==> config.mk <==
export PLATFORM = sky130hd
export DESIGN_NAME = fifo4_4b_src
export DESIGN_NICKNAME = d
export VERILOG_FILES = /design/src/rtl/fifo4_4b_pkg.sv /design/src/rtl/fifo4_4b_src_dff4_en.sv /design/src/rtl/fifo4_4b_src.sv
export SDC_FILE = /design/constraint.sdc
export NUM_CORES = 1
export LEC_CHECK = 0
export ABC_AREA = 1
export BUFFER_PORTS_ARGS = -buffer_cell sky130_fd_sc_hd__buf_2
export CAP_MARGIN = 20
export CORE_ASPECT_RATIO = 1.4
export CORE_UTILIZATION = 49
export CTS_BUF_LIST = sky130_fd_sc_hd__clkbuf_4 sky130_fd_sc_hd__clkbuf_8
export DETAILED_ROUTE_END_ITERATION = 6
export PLACE_DENSITY = 0.77
export SETUP_SLACK_MARGIN = 0.4
export SLEW_MARGIN = 20
export SYNTH_ARGS = -nofsm -noshare
export SYNTH_HDL_FRONTEND = slang
export SYNTH_SLANG_ARGS = --single-unit
==> constraint.sdc <==
create_clock -name clk -period 1.7 [get_ports clk]
set_clock_uncertainty 0.05 [all_clocks]
set_input_delay 0.085 -clock clk [delete_from_list [all_inputs] [get_ports clk]]
set_output_delay 0.085 -clock clk [all_outputs]
set_load 0.03 [all_outputs]
==> src/rtl/fifo4_4b_pkg.sv <==
// Shared sizing and reset constants for the 4-entry, 4-bit buffer that feeds the 4:1 mux.
// The widths are fixed by the downstream mux and are not meant to be overridden.
package fifo4_4b_pkg;
    localparam int WIDTH = 4;
    localparam int DEPTH = 4;
    localparam int PTR_W = 2;
    localparam int CNT_W = 3;

    localparam logic [WIDTH-1:0] SLOT_RST = 4'b0000;
    localparam logic [PTR_W-1:0] SEL_RST  = 2'b00;
    localparam logic [CNT_W-1:0] CNT_FULL = 3'd4;
endpackage

==> src/rtl/fifo4_4b_src_dff4_en.sv <==
// Purpose: 4-bit storage slot with write enable and synchronous active-low clear.
// Latency: q follows d one clock after en is sampled high.
// Backpressure: none; the slot captures whenever enabled.
module dff4_en
    import fifo4_4b_pkg::*;
(
    input  logic             clk,
    input  logic             rst,
    input  logic             en,
    input  logic [WIDTH-1:0] d,
    output logic [WIDTH-1:0] q
);

    always_ff @(posedge clk) begin
        if (!rst) begin
            q <= SLOT_RST;
        end else if (en) begin
            q <= d;
        end
    end

endmodule

==> src/rtl/fifo4_4b_src.sv <==
// Purpose: 4-entry circular buffer whose slots and read pointer drive a 4:1 mux directly.
// Latency: a push is visible on the slot outputs, and a pop on rd_sel, one clock later.
// Backpressure: push refused when full without a pop, pop refused when empty; either raises err next cycle.
module fifo4_4b_src
    import fifo4_4b_pkg::*;
(
    input  logic             clk,
    input  logic             rst,
    input  logic             wr_en,
    input  logic [WIDTH-1:0] wr_data,
    input  logic             rd_en,
    output logic [WIDTH-1:0] entry_a,
    output logic [WIDTH-1:0] entry_b,
    output logic [WIDTH-1:0] entry_c,
    output logic [WIDTH-1:0] entry_d,
    output logic [PTR_W-1:0] rd_sel,
    output logic             full,
    output logic             empty,
    output logic [CNT_W-1:0] count,
    output logic             err
);

    logic [PTR_W-1:0] wr_ptr;
    logic [PTR_W-1:0] rd_ptr;
    logic             push;
    logic             pop;
    logic             reject;
    logic [DEPTH-1:0] slot_en;
    logic [WIDTH-1:0] slot_q [DEPTH];

    assign full  = (count == CNT_FULL);
    assign empty = (count == '0);

    // A pop frees the slot being written when full, so the push may proceed.
    assign push   = wr_en && (!full || rd_en);
    assign pop    = rd_en && !empty;
    assign reject = (wr_en && !push) || (rd_en && !pop);

    always_comb begin
        slot_en = '0;
        for (int i = 0; i < DEPTH; i++) begin
            slot_en[i] = push && (wr_ptr == PTR_W'(i));
        end
    end

    for (genvar g = 0; g < DEPTH; g++) begin : g_slot
        dff4_en u_slot (
            .clk (clk),
            .rst (rst),
            .en  (slot_en[g]),
            .d   (wr_data),
            .q   (slot_q[g])
        );
    end

    always_ff @(posedge clk) begin
        if (!rst) begin
            wr_ptr <= SEL_RST;
            rd_ptr <= SEL_RST;
            count  <= '0;
            err    <= 1'b0;
        end else begin
            if (push) begin
                wr_ptr <= wr_ptr + 2'd1;
            end
            if (pop) begin
                rd_ptr <= rd_ptr + 2'd1;
            end
            if (push && !pop) begin
                count <= count + 3'd1;
            end else if (pop && !push) begin
                count <= count - 3'd1;
            end
            err <= reject;
        end
    end

    assign entry_a = slot_q[0];
    assign entry_b = slot_q[1];
    assign entry_c = slot_q[2];
    assign entry_d = slot_q[3];
    assign rd_sel  = rd_ptr;

endmodule
After elaboration in Yosys (flattened, before gate mapping)
Cells that the tools add are included.
Storage, ports and cells
  register bits: 24
  input port bits: 8
Cells by class
  add/sub/neg operators: 4
  mux-type cells: 2
  reduce and logical (&&, ||, !) cells: 19
  eq/ne operators: 4
Operator list (number)
  $logic_and A1 B1 Y1: 10
  $mux W3: 2
  $add A2 B1 Y2 const B: 2
  $eq A2 B2 Y1 const B: 2
  $logic_not A1 Y1: 4
  $add A3 B1 Y3 const B: 1
  $eq A3 B3 Y1 const B: 1
  $logic_not A3 Y1: 1
  $sub A3 B1 Y3 const B: 1
  $eq A2 B1 Y1 const B: 1
  $logic_not A2 Y1: 1
  $logic_or A1 B1 Y1: 2
  $reduce_bool A2 Y1: 1

Longest topological paths before layout
Gate-level depths: netlist (run 1).
  depth in word-level cells: 8
  mapped depth: 13
  gate-level depth less buffers: 13

By module
Synthesis (run 1) repeated with hierarchy kept, for this count alone.
Unflattened totals
  cells, all modules: 173
  area, all modules: 1174.9 µm²
By module, submodules not included
  dff4_en: instances 4, area each 166.4 µm², sequential area each 80.1 µm², cells an instance 25
  fifo4_4b_src: instances 1, area each 509.2 µm², sequential area each 160.2 µm², cells an instance 73

Least setup slack after synthesis (run 1)
OpenSTA, ideal clock, no wires.
  kind: flip-flop to flip-flop
  from: reg count[0]
  to: reg count[2]
  data arrival time: 1.820 ns
  data required time: 1.537 ns
  buffers on the path: 0
  setup slack: -0.282 ns
  stages on the path, launching flop included: 12
  clock period less this slack: 1.982 ns
  cells stage by stage: dfxtp_1 -> nor2_1 -> nand3_2 -> nand2_2 -> inv_2 -> ha_1 -> inv_1 -> fa_1 -> a21oi_1 -> nand2_1 -> nor2_1 -> nor2_1
On the way
  longest elaborated chain between the ends: 7
  elaborated cells on any way between the ends: 16
  classes of those cells: add/sub: 2; eq/ne: 1; mux: 2; reduce/logical: 11
Ends and longest elaborated chain
  start: declaration: RTL line fifo4_4b_src.sv:19  | output logic [CNT_W-1:0] count,
  start signal: assignment: RTL line fifo4_4b_src.sv:70  | count <= count + 3'd1;
  start signal: assignment: RTL line fifo4_4b_src.sv:72  | count <= count - 3'd1;
  $eq A3 B3 Y1 *: RTL line fifo4_4b_src.sv:31  | assign full = (count == CNT_FULL);
  $logic_not A1 Y1 *: RTL line fifo4_4b_src.sv:35  | assign push = wr_en && (!full || rd_en);
  $logic_or A1 B1 Y1 *: RTL line fifo4_4b_src.sv:35
  $logic_and A1 B1 Y1 *: RTL line fifo4_4b_src.sv:35
  named net push: RTL line fifo4_4b_src.sv:25  | logic push;
  $logic_not A1 Y1: RTL line fifo4_4b_src.sv:71  | end else if (pop && !push) begin
  $logic_and A1 B1 Y1: RTL line fifo4_4b_src.sv:71
  $reduce_bool A2 Y1 (no source line)
The timed path passes the listed nets; every way through them passes the cells marked *. The select of a mux whose other input is x is not followed.
A chain may end at the register's enable or synchronous reset.

Worst setup path after layout (run 1)
  from: reg count[0]
  to: reg count[1]
Same word-level chain as after synthesis.

==> results of run 1 <==
-- cells by family after synthesis --
group / Yosys count
buffers and inverters: 54
flip-flops: 24
AND/OR/NAND/NOR: 91
adder cells (fa/ha/maj): 6
AO/OA/AOI/OAI: 10
-- worst paths after layout --
| path | from | end | slack, ns |
|---|---|---|---|
| worst min register to register | g_slot[3].u_slot.q[3]$_SDFFE_PN0P_ | g_slot[3].u_slot.q[3]$_SDFFE_PN0P_ | 0.46 |
| worst max register to register | count[0]$_SDFFE_PN0P_ | count[1]$_SDFFE_PN0P_ | -0.04 |
| worst min-delay path | rd_en | rd_sel[0]$_SDFFE_PN0P_ | 0.03 |
| worst max-delay path | count[0]$_SDFFE_PN0P_ | count[1]$_SDFFE_PN0P_ | -0.04 |
-- what timing repair did --
item,CTS,global route
pin swaps,4,4
setup endpoints to repair,5,21
endpoints found under the hold margin,1,0
setup buffers,4,5
resized for setup,7,26
gates cloned,0,2
hold buffers,1,0
-- cell type report --
cell class / count / area share
Multi-Input combinational cell: 107 / 0.364
Sequential cell: 24 / 0.276
Timing Repair Buffer: 48 / 0.205
Inverter: 48 / 0.102
Tap cell: 34 / 0.0239
Clock inverter: 1 / 0.0168
Clock buffer: 3 / 0.0126
-- per-layer routing --
| metal | vias to the layer above | global-route usage | part of all wire |
|---|---|---|---|
| met1 | 569 | 0.212 | 0.38 |
| li1 | 646 | - | - |
| met4 | 0 | 0.0758 | 0.017 |
| met5 | - | 0 | 0 |
| met2 | 45 | 0.362 | 0.56 |
| met3 | 4 | 0.0289 | 0.043 |
-- power by group --
group	switching, W	total, W	internal (W)	leakage, nW
Clock	0.000181	0.000420	0.000239	0.0279
Combinational	0.000776	0.00136	0.000583	0.703
Sequential	0.0000709	0.000749	0.000678	0.199
Total	0.00103	0.00253	0.00150	0.930
-- placed cells by master, fill, tap and decap left out, types with 2 or more instances in the layout --
master	Yosys	final
a21oi_1	5	5
buf_12	0	2
buf_2	2	29
buf_4	1	10
buf_6	2	4
clkbuf_16	0	2
clkbuf_4	0	3
dfxtp_1	24	21
dfxtp_4	0	3
ha_1	5	4
inv_1	46	36
inv_2	2	11
nand2_1	42	32
nand2_2	1	11
nand3_4	4	4
nand4_1	16	16
nor2_1	25	22
nor2_2	0	2
o21ai_0	5	3
-- metrics by stage --
step / TNS [ns] / std cells / power (W)
after floorplan: 0 / 185 / 0.00150
after global placement: 0 / 249 / 0.00172
after detailed placement: 0 / 249 / 0.00176
after CTS: 0 / 258 / 0.00229
after global routing: -0.203 / 265 / 0.00269
final: -0.0351 / 265 / 0.00253
-- Yosys cell counts (all sizes together) --
| cell | number | area share |
|---|---|---|
| nor3 | 1 | 0.0039 |
| nand4 | 16 | 0.078 |
| a21oi | 5 | 0.019 |
| nor2 | 25 | 0.073 |
| fa | 1 | 0.016 |
| clkbuf | 1 | 0.0029 |
| dfxtp | 24 | 0.37 |
| nand2 | 43 | 0.13 |
| ha | 5 | 0.049 |
| buf | 5 | 0.031 |
| nand3 | 6 | 0.066 |
| inv | 48 | 0.14 |
| o21ai | 5 | 0.019 |
-- state kept, by name, indices dropped and copies added (netlist names) --
register	flops
g_slot.u_slot.q	16
count	3
rd_sel	2
wr_ptr	2
err	1
-- tightest hold or removal path: cells and delay by family --
kind            cells  cell delay [ns]
simple gates        1             0.09
compound gates      1             0.07
buf+inv             1             0.13
==> results.md, run 1 <==
* Outcome: finished, violations left
* Failing checks: negative setup slack
* Dpl cell area at 1510 um2
* Setup WS pre-CTS at 0.0185 ns
* Row count at 21
* Setup WS post-layout at -0.0351 ns
* Largest buffer count on any clock path at 2
* WP depth at 9
* Synth Area in Adders at 0.0643
* Startpoint types: flip-flop
* CP Buf/Inv Count at 2
* Vias in the first global route at 1,046
* Register area share after synthesis at 0.374
* Mean routed wirelength per cell at 11.3 um
* Drt via density at 4.77
* Setup crit end kind: flip-flop
* Final setup viols at 1
* Worst-path clk slew at 0.14 ns
* Clock root buffer: clkbuf_4
* Power per Cell Area at 1420 nW/um2
* Tcrit/Tclk final at 1.02
* Slew headroom at 0.722
* DRT iter0 DRCs at 25
* Main combinational cell family by area after synthesis: simple AND/OR/NAND/NOR gates
* P_leak at 0.930 nW
* Die Width at 45.3 um
* Ys Warns at 0
* # Max-Cap Violations at 0
* Final wirelength at 2.99 mm
* Tightest Pin Transition at 0.417 ns
* Fillers at 204
* Number of max-slew violations in the final report at 0
* Cells after synthesis at 185
* Most used cell, CP: inv_2
* #FFs+latches synth at 24
* Fin nets at 246
* Xor/xnor cell area share of the yosys netlist at 0
* Fin. Hold Viols at 0
* CTS tree: yes
* CP required at 1.88 ns
* CTS H-tree depth at 1
* Mapped Area at 1280 um2
* Critical path's largest stage delay at 0.43 ns
* Area grow syn2layout at 38.8%
* Gr usage total at 0.197
* Unrepaired setup endpoints after global routing: true
* Hold path cells at 3
* Final HPWL DP at 1.85 mm
* Initial antenna violation count at 0
* Top Family by Delay on Critical Path: adder cells
* Die Height at 62.6 um
* Crit path DAT at 1.92 ns
* Min Clock Period, post-route at 1.74 ns
* Boundary Pins at 32
* DR DRC count at 0
* Fmax at 576 MHz
* Final instance area at 1780 um2
* FF/Latch Area at 492 um2
* Die ar. at 2830 um2
* Largest net degree at the start of global routing at 25
* Final ANT Viol Nets at 0
* Finished Core Util at 0.730
* Synth cell types at 19
* Total number of vias at 1,264
* Kind of critical path: reg2reg
* Num CTS Buffers at 3
* Routability cong. at 0.774
* Area fraction in compound gates after synthesis at 0.0389
* Share of cells above drive strength 1 at 0.385
* Post-Synth Simple-Gate Area at 0.349
* IO buf count at 31
* Antenna diodes at 0
* Post-synthesis mux area share at 0
* Syn Area/Cell at 6.95 um2
* Clock Latency Late Sink at 0.33 ns
* Drt pass-1 iters at 4
* Core region area at 2440 um2
* Crit path cell chain: nor2_4 -> nand3_2 -> nand2_2 -> inv_2 -> ha_4 -> inv_2 -> fa_2 -> o21ai_2 -> a21oi_1
* Starting Density at 0.526
* Global-route wire length before repair at 4.24 mm
* Crit Path Max Fanout at 2
* Total gr overflow at 0
* CP max stage cell: fa_2
* Tightest Hold Check Type: in2reg
* Syn Nets at 199
* VDD IR max at 1350 uV
* Clock sink total at 24
* Multi-input logic area at 648 um2
* Reg2Reg Depth at 9
* WHS at 0.0290 ns
Power figures use the tool's default switching activity.
==> inputs of run 2 (changes only) <==
--- a/config.mk
+++ b/config.mk
@@ -18,3 +18,4 @@
 export SYNTH_ARGS = -nofsm -noshare
 export SYNTH_HDL_FRONTEND = slang
 export SYNTH_SLANG_ARGS = --single-unit
+export TNS_END_PERCENT = 10
==> results.md, run 2 (synthesis gave the netlist of run 1 again) <==
* Crit path cell chain: nor2_4 -> nand2_2 -> nand2_2 -> ha_4 -> inv_4 -> fa_2 -> a21oi_2 -> nand2_1 -> nand2_1 -> nand2_1 -> nor2_1
* Placed insts at 249 (unchanged)
* Total number of vias at 1,212 (-4.1%)
* Reg with most FFs: g_slot.u_slot.q
* Most common cell after layout, fill and taps aside: inv_1
* CP required at 1.91 ns (+0.03 ns)
* Crit path DAT at 1.92 ns (about the same)
* Failing checks: negative setup slack
* Drt pass-1 iters at 6 (+2)
* Final setup viols at 1 (unchanged)
* DRT iter0 DRCs at 22 (-12%)
* Die ar. at 2830 um2 (unchanged)
* Setup WS post-layout at -0.00930 ns (+0.0258 ns)
* Slew headroom at 0.725 (+0.00265)
* Final HPWL DP at 1.87 mm (+1.0%)
* Row count at 21 (unchanged)
* Fin nets at 237 (-3.7%)
* Num CTS Buffers at 3 (unchanged)
* Largest registers: g_slot.u_slot.q (16), count (3)
* Total gr overflow at 0 (unchanged)
* Number of max-slew violations in the final report at 0 (unchanged)
* Final ANT Viol Nets at 0 (unchanged)
* Most used cell, CP: nand2_1
* Clock root buffer: clkbuf_4
* Antenna diodes at 0 (unchanged)
* Core region area at 2440 um2 (unchanged)
* Crit Path Max Fanout at 2 (unchanged)
* Clock Latency Late Sink at 0.32 ns (about the same)
* Reg2reg start: count[1]$_SDFFE_PN0P_
* CTS tree: yes
* P_leak at 0.852 nW (-8.4%)
* Worst Hold Path EP: rd_sel[0]$_SDFFE_PN0P_
* CP Buf/Inv Count at 1 (-1)
* Power per Cell Area at 1360 nW/um2 (-4.1%)
* Tcrit/Tclk final at 1.01 (-0.0151)
* Area grow syn2layout at 24.5%
* Initial antenna violation count at 0 (unchanged)
* Outcome: finished, violations left
* Mean routed wirelength per cell at 10.1 um (-10%)
* Drt via density at 4.73 (-0.74%)
* Die Width at 45.3 um (unchanged)
* Routability cong. at 0.797 (+2.9%)
* Commonest cells after routing, fill and taps aside: inv_1, nand2_1, buf_2, nor2_1, dfxtp_1
* Fin. Hold Viols at 0 (unchanged)
* Tightest Pin Transition at 0.413 ns (-0.00398 ns)
* Hold path cells at 3 (unchanged)
* Fmax at 585 MHz (+1.5%)
* Largest register FFs at 16 (unchanged)
* Setup crit end kind: flip-flop
* Worst-path clk slew at 0.13 ns (about the same)
* Hold Startpoint: rd_en
* Finished Core Util at 0.655 (-0.0748)
* Min Clock Period, post-route at 1.71 ns (-0.0258 ns)
* Starting Density at 0.526 (unchanged)
* Vias in the first global route at 1,104 (+5.5%)
* Pwr Total at 0.00218 W (-14%)
* Die Height at 62.6 um (unchanged)
* Tightest Hold Check Type: in2reg
* Kind of critical path: reg2reg
* RR Endpoint: count[2]$_SDFFE_PN0P_
* Reg2Reg Depth at 11 (+2)
* VDD IR max at 1040 uV (-23%)
* Register-to-register setup slack at -0.009 ns (+0.03 ns)
* Post-Route Setup TNS at -0.00930 ns (+0.0258 ns)
* Boundary Pins at 32 (unchanged)
* Share of cells above drive strength 1 at 0.288 (-0.0970)
* Critical path's largest stage delay at 0.37 ns (-0.06 ns)
* CP max stage cell: dfxtp_4
* Largest net degree at the start of global routing at 25 (unchanged)
* Final wirelength at 2.60 mm (-13%)
* IO buf count at 31 (unchanged)
* Largest buffer count on any clock path at 2 (unchanged)
* Final instance area at 1600 um2 (-10%)
* Clock sink total at 24 (unchanged)
* CTS H-tree depth at 1 (unchanged)
* Startpoint types: flip-flop
* DR DRC count at 0 (unchanged)
* Unrepaired setup endpoints after global routing: true
* Dpl cell area at 1510 um2 (unchanged)
* Post-route insts no fill at 256 (-3.4%)
* Gr usage total at 0.196 (-0.00103)
* # Max-Cap Violations at 0 (unchanged)
* Top Family by Delay on Critical Path: simple AND/OR/NAND/NOR gates
* Global-route wire length before repair at 4.30 mm (+1.3%)
==> run 2: tightest hold or removal path, cell delays in order <==
cell and delay, ns:
buf_2 0.12, a21oi_1 0.07, nor2_1 0.10
==> run 2: per-stage QoR <==
stage / setup slack (ns) / hold WS [ns]
after floorplan: 0.0217 / 0.158
after global placement: 0.0820 / 0.348
after detailed placement: 0.0398 / 0.348
after CTS: 0.0431 / 0.0417
after global routing: -0.110 / 0.0582
final: -0.00930 / 0.0396
==> run 2: how the worst max path moves through the flow <==
stage | cells past startpoint | slack, ns | end | startpoint
4_1_cts | 11 | 0.04 | count[2]$_SDFFE_PN0P_ | count[1]$_SDFFE_PN0P_
6_report | 11 | -0.009 | count[2]$_SDFFE_PN0P_ | count[1]$_SDFFE_PN0P_
3_3_place_gp | 9 | 0.08 | count[1]$_SDFFE_PN0P_ | count[1]$_SDFFE_PN0P_
2_1_floorplan | 9 | 0.02 | count[1]$_SDFFE_PN0P_ | count[1]$_SDFFE_PN0P_
5_1_grt | 11 | -0.11 | count[2]$_SDFFE_PN0P_ | count[1]$_SDFFE_PN0P_
3_5_place_dp | 9 | 0.04 | count[1]$_SDFFE_PN0P_ | count[1]$_SDFFE_PN0P_
==> run 2: final cells by class <==
type	instances	area [um2]
fill	219	843
multi-input combinational	107	621
sequential	24	492
timing repair buffer	39	226
inverter	48	183
tap	34	42.5
clock buffer	4	36.3
==> run 2: repair_timing <==
action | in CTS | in global routing
pin swaps | 2 | 3
hold buffers | 1 | 0
endpoints found under the setup margin | 5 | 5
buffers inserted | 0 | 2
resized for setup | 1 | 10
endpoints found under the hold margin | 1 | 0
==> run 2: layer usage <==
metal	part of all wire	global-route usage	vias up
met5	0	0	-
met4	0.015	0.0682	0
met3	0.047	0.0347	5
met2	0.52	0.346	34
met1	0.42	0.225	542
li1	-	-	631
==> run 2: power breakdown <==
part	switching, W	internal [W]
registers	0.0000650	0.000677
logic	0.000701	0.000425
clock network	0.000176	0.000131
total	0.000942	0.00123
